[config.mk]
export PLATFORM = sky130hd
export DESIGN_NAME = clk_cfg_seq
export DESIGN_NICKNAME = d
export VERILOG_FILES = /design/src/rtl/clk_cfg_seq_pkg.sv /design/src/rtl/clk_cfg_seq_sync2.sv /design/src/rtl/clk_cfg_seq.sv
export SDC_FILE = /design/constraint.sdc
export NUM_CORES = 1
export LEC_CHECK = 0
export BUFFER_PORTS_ARGS = -buffer_cell sky130_fd_sc_hd__buf_4
export CAP_MARGIN = 15
export CORE_AREA = 10 10 78 80
export CTS_BUF_LIST = sky130_fd_sc_hd__clkbuf_16
export CTS_CLUSTER_DIAMETER = 40
export CTS_CLUSTER_SIZE = 10
export DETAILED_ROUTE_END_ITERATION = 12
export DIE_AREA = 0 0 88 90
export GPL_ROUTABILITY_DRIVEN = 1
export GPL_TIMING_DRIVEN = 1
export SLEW_MARGIN = 10
export SYNTH_ARGS = -nofsm -noshare
export SYNTH_HDL_FRONTEND = slang
export SYNTH_SLANG_ARGS = --single-unit
[constraint.sdc]
create_clock -name clk -period 2.2 [get_ports clk]
set_input_delay 0.11 -clock clk [delete_from_list [all_inputs] [get_ports clk]]
set_output_delay 0.11 -clock clk [all_outputs]
set_load 0.01 [all_outputs]
[src/rtl/clk_cfg_seq_pkg.sv]
// Shared definitions for the clock-configuration sequencer: FSM states,
// request bit-field positions and reset values of the clock-manager selects.
package clk_cfg_seq_pkg;

  typedef enum logic [2:0] {
    ST_IDLE     = 3'd0,
    ST_PARK     = 3'd1,
    ST_CFG      = 3'd2,
    ST_UNPARK   = 3'd3,
    ST_FALLBACK = 3'd4
  } state_t;

  // req_cfg field positions
  localparam int CFG_MUX0     = 0;
  localparam int CFG_MUX1     = 1;
  localparam int CFG_MUX2     = 2;
  localparam int CFG_ROSC_LSB = 3;
  localparam int CFG_DIV_LSB  = 5;
  localparam int CFG_RSVD     = 7;

  // Reset values of the multi-bit selects
  localparam logic [1:0] ROSC_RST = 2'b11;
  localparam logic [1:0] DIV_RST  = 2'b00;

  // A request is refused if the reserved bit is set, or if it asks for the
  // external clock (mux1) while a failure is still latched.
  function automatic logic cfg_reject(input logic [7:0] cfg, input logic fail);
    return cfg[CFG_RSVD] | (cfg[CFG_MUX1] & fail);
  endfunction

endpackage

[src/rtl/clk_cfg_seq_sync2.sv]
// Two-flop synchronizer bringing an asynchronous flag into the clk domain.
module sync2 (
  input  logic clk,
  input  logic rst,
  input  logic d,
  output logic q
);

  logic meta_r;

  // Two-stage capture of the asynchronous input, cleared by reset
  always_ff @(posedge clk) begin
    if (rst) begin
      meta_r <= 1'b0;
      q      <= 1'b0;
    end else begin
      meta_r <= d;
      q      <= meta_r;
    end
  end

endmodule

[src/rtl/clk_cfg_seq.sv]
// Clock-configuration sequencer: parks the system clock on the ROSC, applies
// a requested mux/ROSC/divider configuration, then unparks. Falls back off
// the external clock when the clock monitor reports a failure.
module clk_cfg_seq
  import clk_cfg_seq_pkg::*;
#(
  parameter int SETTLE_CYCLES = 16
) (
  input  logic       clk,
  input  logic       rst,
  input  logic       req_valid,
  output logic       req_ready,
  input  logic [7:0] req_cfg,
  input  logic       xclk_fail,
  input  logic       fail_clr,
  output logic       sel_mux0,
  output logic       sel_mux1,
  output logic       sel_mux2,
  output logic [1:0] sel_rosc,
  output logic [1:0] clk_div,
  output logic       busy,
  output logic       done,
  output logic       req_err,
  output logic       fail_sticky
);

  // Counter loads with N-1 so a state lasts exactly N cycles
  localparam logic [7:0] SETTLE_LOAD = 8'(SETTLE_CYCLES - 1);

  state_t     state_r;
  logic [7:0] cnt_r;
  logic [6:0] cfg_r;
  logic       xf_s;
  logic       accept_s;
  logic       fail_s;
  logic       reject_s;
  logic       clr_s;

  sync2 u_sync (
    .clk (clk),
    .rst (rst),
    .d   (xclk_fail),
    .q   (xf_s)
  );

  // Handshake, failure and flag-clear qualifiers for the FSM
  always_comb begin
    accept_s = req_valid & req_ready;
    fail_s   = xf_s & sel_mux1;
    reject_s = cfg_reject(req_cfg, fail_sticky);
    clr_s    = fail_clr & (state_r == ST_IDLE) & ~xf_s;
  end

  // Sequencer FSM with settle counter and registered outputs
  always_ff @(posedge clk) begin
    if (rst) begin
      state_r     <= ST_IDLE;
      cnt_r       <= 8'd0;
      cfg_r       <= 7'd0;
      req_ready   <= 1'b0;
      sel_mux0    <= 1'b0;
      sel_mux1    <= 1'b0;
      sel_mux2    <= 1'b0;
      sel_rosc    <= ROSC_RST;
      clk_div     <= DIV_RST;
      busy        <= 1'b0;
      done        <= 1'b0;
      req_err     <= 1'b0;
      fail_sticky <= 1'b0;
    end else begin
      done    <= 1'b0;
      req_err <= 1'b0;

      // A new failure wins over a clear in the same cycle
      if (fail_s) begin
        fail_sticky <= 1'b1;
      end else if (clr_s) begin
        fail_sticky <= 1'b0;
      end else begin
        fail_sticky <= fail_sticky;
      end

      if (fail_s) begin
        // Abort whatever is running and move off the external clock
        state_r   <= ST_FALLBACK;
        cnt_r     <= SETTLE_LOAD;
        sel_mux0  <= 1'b0;
        sel_mux1  <= 1'b0;
        busy      <= 1'b1;
        req_ready <= 1'b0;
        // A request handshaken in this same cycle cannot be executed
        req_err   <= accept_s;
      end else begin
        case (state_r)
          ST_IDLE: begin
            if (accept_s && !reject_s) begin
              cfg_r     <= req_cfg[6:0];
              state_r   <= ST_PARK;
              cnt_r     <= SETTLE_LOAD;
              sel_mux0  <= 1'b0;
              busy      <= 1'b1;
              req_ready <= 1'b0;
            end else begin
              req_err   <= accept_s;
              busy      <= 1'b0;
              req_ready <= 1'b1;
            end
          end
          ST_PARK: begin
            if (cnt_r == 8'd0) begin
              state_r  <= ST_CFG;
              cnt_r    <= SETTLE_LOAD;
              sel_mux1 <= cfg_r[CFG_MUX1];
              sel_mux2 <= cfg_r[CFG_MUX2];
              sel_rosc <= cfg_r[CFG_ROSC_LSB +: 2];
              clk_div  <= cfg_r[CFG_DIV_LSB +: 2];
            end else begin
              cnt_r <= cnt_r - 8'd1;
            end
          end
          ST_CFG: begin
            if (cnt_r == 8'd0) begin
              state_r  <= ST_UNPARK;
              cnt_r    <= SETTLE_LOAD;
              sel_mux0 <= cfg_r[CFG_MUX0];
            end else begin
              cnt_r <= cnt_r - 8'd1;
            end
          end
          ST_UNPARK: begin
            if (cnt_r == 8'd0) begin
              state_r   <= ST_IDLE;
              done      <= 1'b1;
              busy      <= 1'b0;
              req_ready <= 1'b1;
            end else begin
              cnt_r <= cnt_r - 8'd1;
            end
          end
          ST_FALLBACK: begin
            if (cnt_r == 8'd0) begin
              state_r   <= ST_IDLE;
              busy      <= 1'b0;
              req_ready <= 1'b1;
            end else begin
              cnt_r <= cnt_r - 8'd1;
            end
          end
          default: begin
            state_r   <= ST_IDLE;
            cnt_r     <= 8'd0;
            busy      <= 1'b0;
            req_ready <= 1'b1;
          end
        endcase
      end
    end
  end

endmodule
======== Word-level counts from Yosys, hierarchy flattened ========
Cells that the tools add are included.
word-level totals
  register bits ........................... 32
  bits of input ports ..................... 13
  output and inout bits ................... 12
  logic and storage cells ................. 90
operators by class
  add/subtract/negate cells ............... 1
  equality and inequality tests ........... 15
  muxes and demuxes ....................... 27
  bitwise logic cells ..................... 10
  reduce and logical (&&, ||, !) cells .... 20
operators with widths
  operator               count
  $mux W8                3
  $pmux W8 S3            1
  $mux W3                5
  $mux W1                13
  $pmux W3 S4            1
  $reduce_and A2 Y1      5
  $ne A3 B3 Y1 const B   3
  $reduce_and A3 Y1      3
  $logic_not A8 Y1       1
  $reduce_and A4 Y1      2
  $sub A8 B1 Y8 const B  1
  $eq A3 B2 Y1 const B   2
  $ne A2 B1 Y1 const B   3
  $ne A2 B2 Y1 const B   3
  $pmux W1 S3            2
  $reduce_or A2 Y1       3
  $and A1 B1 Y1          5
  $mux W4                1
  $not A1 Y1             4
  $reduce_bool A2 Y1     2
  $eq A3 B1 Y1 const B   1
  $eq A3 B3 Y1 const B   1
  $logic_not A3 Y1       1
  $ne A3 B1 Y1 const B   1
  6 further kinds        6

======== Longest topological paths before layout ========
  depth in word-level cells ............... 7
  depth in mapped cells ................... 7
  mapped depth without buffers ............ 7

======== Modules after synthesis ========
A second synthesis with hierarchy kept.
unflattened totals
  cell total of the unflattened synthesis .. 189
  area, all modules ....................... 1611.5 sq um
by module, submodules not included
  module       times used  cells an instance  area an instance (sq um)  sequential area each (sq um)
  clk_cfg_seq  1           185                1559.0                    600.6
  sync2        1           4                  52.6                      40.0

======== Least setup slack after synthesis ========
No wires, ideal clock.
  path type ............................... flip-flop to flip-flop
  start ................................... register cnt_r[0]
  end ..................................... register cnt_r[1]
  library setup time ...................... 0.077 ns
  data arrival time ....................... 1.883 ns
  required time ........................... 2.123 ns
  setup slack ............................. 0.240 ns
  stages on the path, launching flop included .. 8
  path buffers ............................ 0
  clock period less this slack ............ 1.960 ns
  cells stage by stage .................... dfxtp_1 inv_1 ha_1 or4bb_1 nor2_8 a22oi_2 or3_1 a41oi_2
on the way
  word-level cells in the longest chain between the ends .. 4
  elaborated cells on any way between the ends .. 8
  classes of those cells .................. 1 x add/sub; 1 x eq/ne; 4 x mux; 2 x reduce/logical
ends and longest elaborated chain
  what                                               line                RTL
  start: declaration                                 clk_cfg_seq.sv:31   logic [7:0] cnt_r;
  start signal: assignment                           clk_cfg_seq.sv:118  cnt_r <= cnt_r - 8'd1;
  start signal: assignment                           clk_cfg_seq.sv:127  cnt_r <= cnt_r - 8'd1;
  start signal: assignment                           clk_cfg_seq.sv:137  cnt_r <= cnt_r - 8'd1;
  $sub A8 B1 Y8 or $logic_not A8 Y1 (tied branches)  --
  $mux W8, on equally long branches                  --
  $pmux W8 S3                                        clk_cfg_seq.sv:94   case (state_r)
  $mux W4                                            clk_cfg_seq.sv:83   if (fail_s) begin
Several ways; a longest one is shown, not always the timed one. The select of a mux whose other input is x is not followed.
A chain may end at the register's enable or synchronous reset.

======== Final worst setup path ========
  start ................................... register cnt_r[1]
  end ..................................... register cnt_r[2]
Same word-level chain as after synthesis.

==> qor.yml <==
syn-num-nets: 193
nets: 223
hold_class: "input pin to flop"
powerDensity_nw_per_um2: 1310
worst_slew_pin_slew_ns: 0.593
die_w_um: 88
placed_cell_area_um2: 1830
cts_setup_buffers: 0
area_growth_syn_to_layout_pct: 27.7
synthFlopType: "dfxtp_1"
cp.arrival_ns: 2.21
r2r_end: "cnt_r[2]"
grt_pass1_vias: 1455
synthCells: 178
placed_cells: 255
stdcell_count: 263
gp_congestion: 0.858
min_path_cells: 2
finalHoldViolCount: 0
ios: 25
grt_max_degree: 25
start_kind: "flop"
clk-insertion-delay-late_ns: 0.28
synth_top_area_cell: "dfxtp_1"
cts.sinks: 32
status: "finished, final reports clean"
overflow: 0
synth-seq-area-share_pct: 40.9
maxCapViolations: 0
antenna_found_initial: 0
cts_max_path_buffers: 2
synth_edf_count: 0
first_pass_iters: 4
place_hpwl_um: 2880
r2r.worst_path.cells: 7
holdPathEnd: "u_sync.meta_r"
syn_area_um2: 1570
syn_avg_cell_area_um2: 8.79
start_util_pct: 34.0
core_area_um2: 4600
max-slew-margin-rel_pct: 60.4
drtIter0Drc: 121
netlist_top_cells_area: "dfxtp_1, nor2_1, mux2i_1, a21oi_1, xor2_1"
clock-skew-final_ns: 0.00311
cp.required_ns: 2.36
synth_top_area_share_pct: 40.9
drc: 0
clk_pin_slew_ns: 0.05
yosysWarnings: 0
port_buffers: 24
reg2reg_slack_ns: 0.15
ys_ff_latch: 32
fmax_mhz: 488
grt_usage_pct: 10.7
cts-hold-fix-buffers: 0
setup_violations: 0
synth_cell_types: 46
routed_wl_um: 3940
hp-start: "xclk_fail"
leakagePower_nw: 0.888
die_h_um: 90
final_area_um2: 2000
synthArstFlopShare_pct: 0
cts_tree: "done"
cts_made_buffers: 5
fin_crit_sh_pct: 93.1
fp-row-count: 25
dieArea_um2: 7920
reg2reg_from: "cnt_r[1]"
drive_gt1_share_pct: 22.5
ant_nets: 0
fillers: 459
min_period_ns: 2.05
critPathCaptureType: "flop"
vdd_ir_drop_max_v: 0.000596
slew_viol_final: 0
crit_fanout: 3
critPathKind: "flop to flop"
n_antenna_cell: 0
routedWlPerCell_um: 15.0
routed_via_density: 5.19
cts-root-buf: "clkbuf_16"
vias: 1364
cts_max_level: 2
grt_pass1_wl_um: 6810
[state kept, by name, summed over array words and instances (netlist names)]
| register | cells |
|---|---|
| sel_mux2 | 1 |
| sel_mux0 | 1 |
| busy | 1 |
| sel_mux1 | 1 |
| state_r | 3 |
| u_sync.q | 1 |
| req_ready | 1 |
| done | 1 |
| fail_sticky | 1 |
| sel_rosc | 2 |
| clk_div | 2 |
| u_sync.meta_r | 1 |
| req_err | 1 |
| cnt_r | 8 |
| cfg_r | 7 |
[through the flow]
stage	TNS [ns]	hold WS, ns	power [W]	utilization, %	worst slack, ns
floorplan	0	0.182	0.00155	-	0.240
global placement	0	0.326	0.00183	39.8	0.155
detailed placement	0	0.337	0.00182	39.8	0.113
CTS	0	0.0523	0.00261	43.4	0.0941
global route	-0.00140	0.0896	0.00278	43.5	-0.00140
finish	0	0.0480	0.00261	43.5	0.152
[final cells by class]
type	count	area, µm²	area share, %
Timing Repair Buffer	31	233	11.6
Clock inverter	3	38.8	1.94
Sequential cell	32	641	32.0
Inverter	5	18.8	0.939
Clock buffer	5	125	6.26
Tap cell	54	67.6	3.38
Multi-Input combinational cell	133	876	43.8
[repair_timing]
item,in CTS,in global routing
hold endpoints to repair,0,0
endpoints found under the setup margin,0,7
resized for setup,0,2
[cell usage after synthesis (3+ instances only)]
| cell type | instances |
|---|---|
| xor2_1 | 5 |
| o21ai_1 | 4 |
| dfxtp_1 | 32 |
| nor3_1 | 7 |
| nor2b_1 | 3 |
| a21oi_1 | 9 |
| inv_1 | 5 |
| nor3b_1 | 3 |
| a21o_1 | 4 |
| clkbuf_1 | 7 |
| o211ai_1 | 3 |
| nand2_1 | 10 |
| nand4_1 | 4 |
| nor2_1 | 30 |
| mux2i_1 | 11 |
[layout by cell type, fill, tap and decap left out, types with 2 or more instances in the layout]
cell | synthesis | layout
nor3b_1 | 3 | 3
nor2_1 | 30 | 30
a211o_1 | 2 | 2
or3_1 | 2 | 2
a21o_1 | 4 | 4
a221oi_1 | 2 | 2
o21ai_1 | 4 | 4
nand3_1 | 2 | 2
nand2_1 | 10 | 10
nor3_1 | 7 | 7
a221o_1 | 2 | 2
a211oi_1 | 2 | 2
buf_4 | 1 | 31
xor2_1 | 5 | 5
a31oi_1 | 2 | 2
o211ai_1 | 3 | 3
mux2i_1 | 11 | 11
a21oi_1 | 9 | 9
inv_1 | 5 | 5
xnor2_1 | 2 | 2
dfxtp_1 | 32 | 32
o21ai_0 | 2 | 2
nor2b_1 | 3 | 3
nand4_1 | 4 | 4
ha_1 | 2 | 2
clkbuf_16 | 0 | 5
[per-layer routing]
layer	global-route usage [%]	wire length, µm	vias to the layer above
li1	-	-	697
met1	12.5	1840	625
met2	16.4	1790	36
met3	3.61	213	6
met4	6.12	97	0
met5	0	0	-
[how the worst max path moves through the flow]
stage | from | end | cells after the start
3_5_place_dp | cnt_r[0] | sel_rosc[1] | 6
2_1_floorplan | cnt_r[0] | cnt_r[1] | 7
3_3_place_gp | cnt_r[0] | sel_rosc[0] | 6
4_1_cts | cnt_r[0] | sel_rosc[1] | 6
5_1_grt | cnt_r[1] | cnt_r[2] | 7
6_report | cnt_r[1] | cnt_r[2] | 7
[critical path, cell delays in order (launching register included)]
cell and delay, ns:
dfxtp_1 0.32, inv_1 0.10, ha_1 0.19, or4bb_4 0.59
o21bai_1 0.16, a222oi_1 0.16, a221oi_1 0.34, nor2_1 0.07
[logic make-up (layout without fill, tap and decap cells)]
group / Yosys count / after routing / synth area share (%)
and+or+nand+nor: 74 / 74 / 25.3
adders and majority gates: 2 / 2 / 1.60
DFF: 32 / 32 / 40.9
xor gates and xnor gates: 7 / 7 / 3.92
AOI/OAI and AO/OA: 39 / 39 / 17.8
buffers and inverters: 13 / 44 / 3.36
muxes: 11 / 11 / 7.03
[where the power goes]
| part | internal, W | total [W] | switching, W |
|---|---|---|---|
| Clock | 0.000527 | 0.000782 | 0.000255 |
| Combinational | 0.000447 | 0.00107 | 0.000622 |
| Sequential | 0.000673 | 0.000762 | 0.0000881 |
Power figures use the tool's default switching activity.
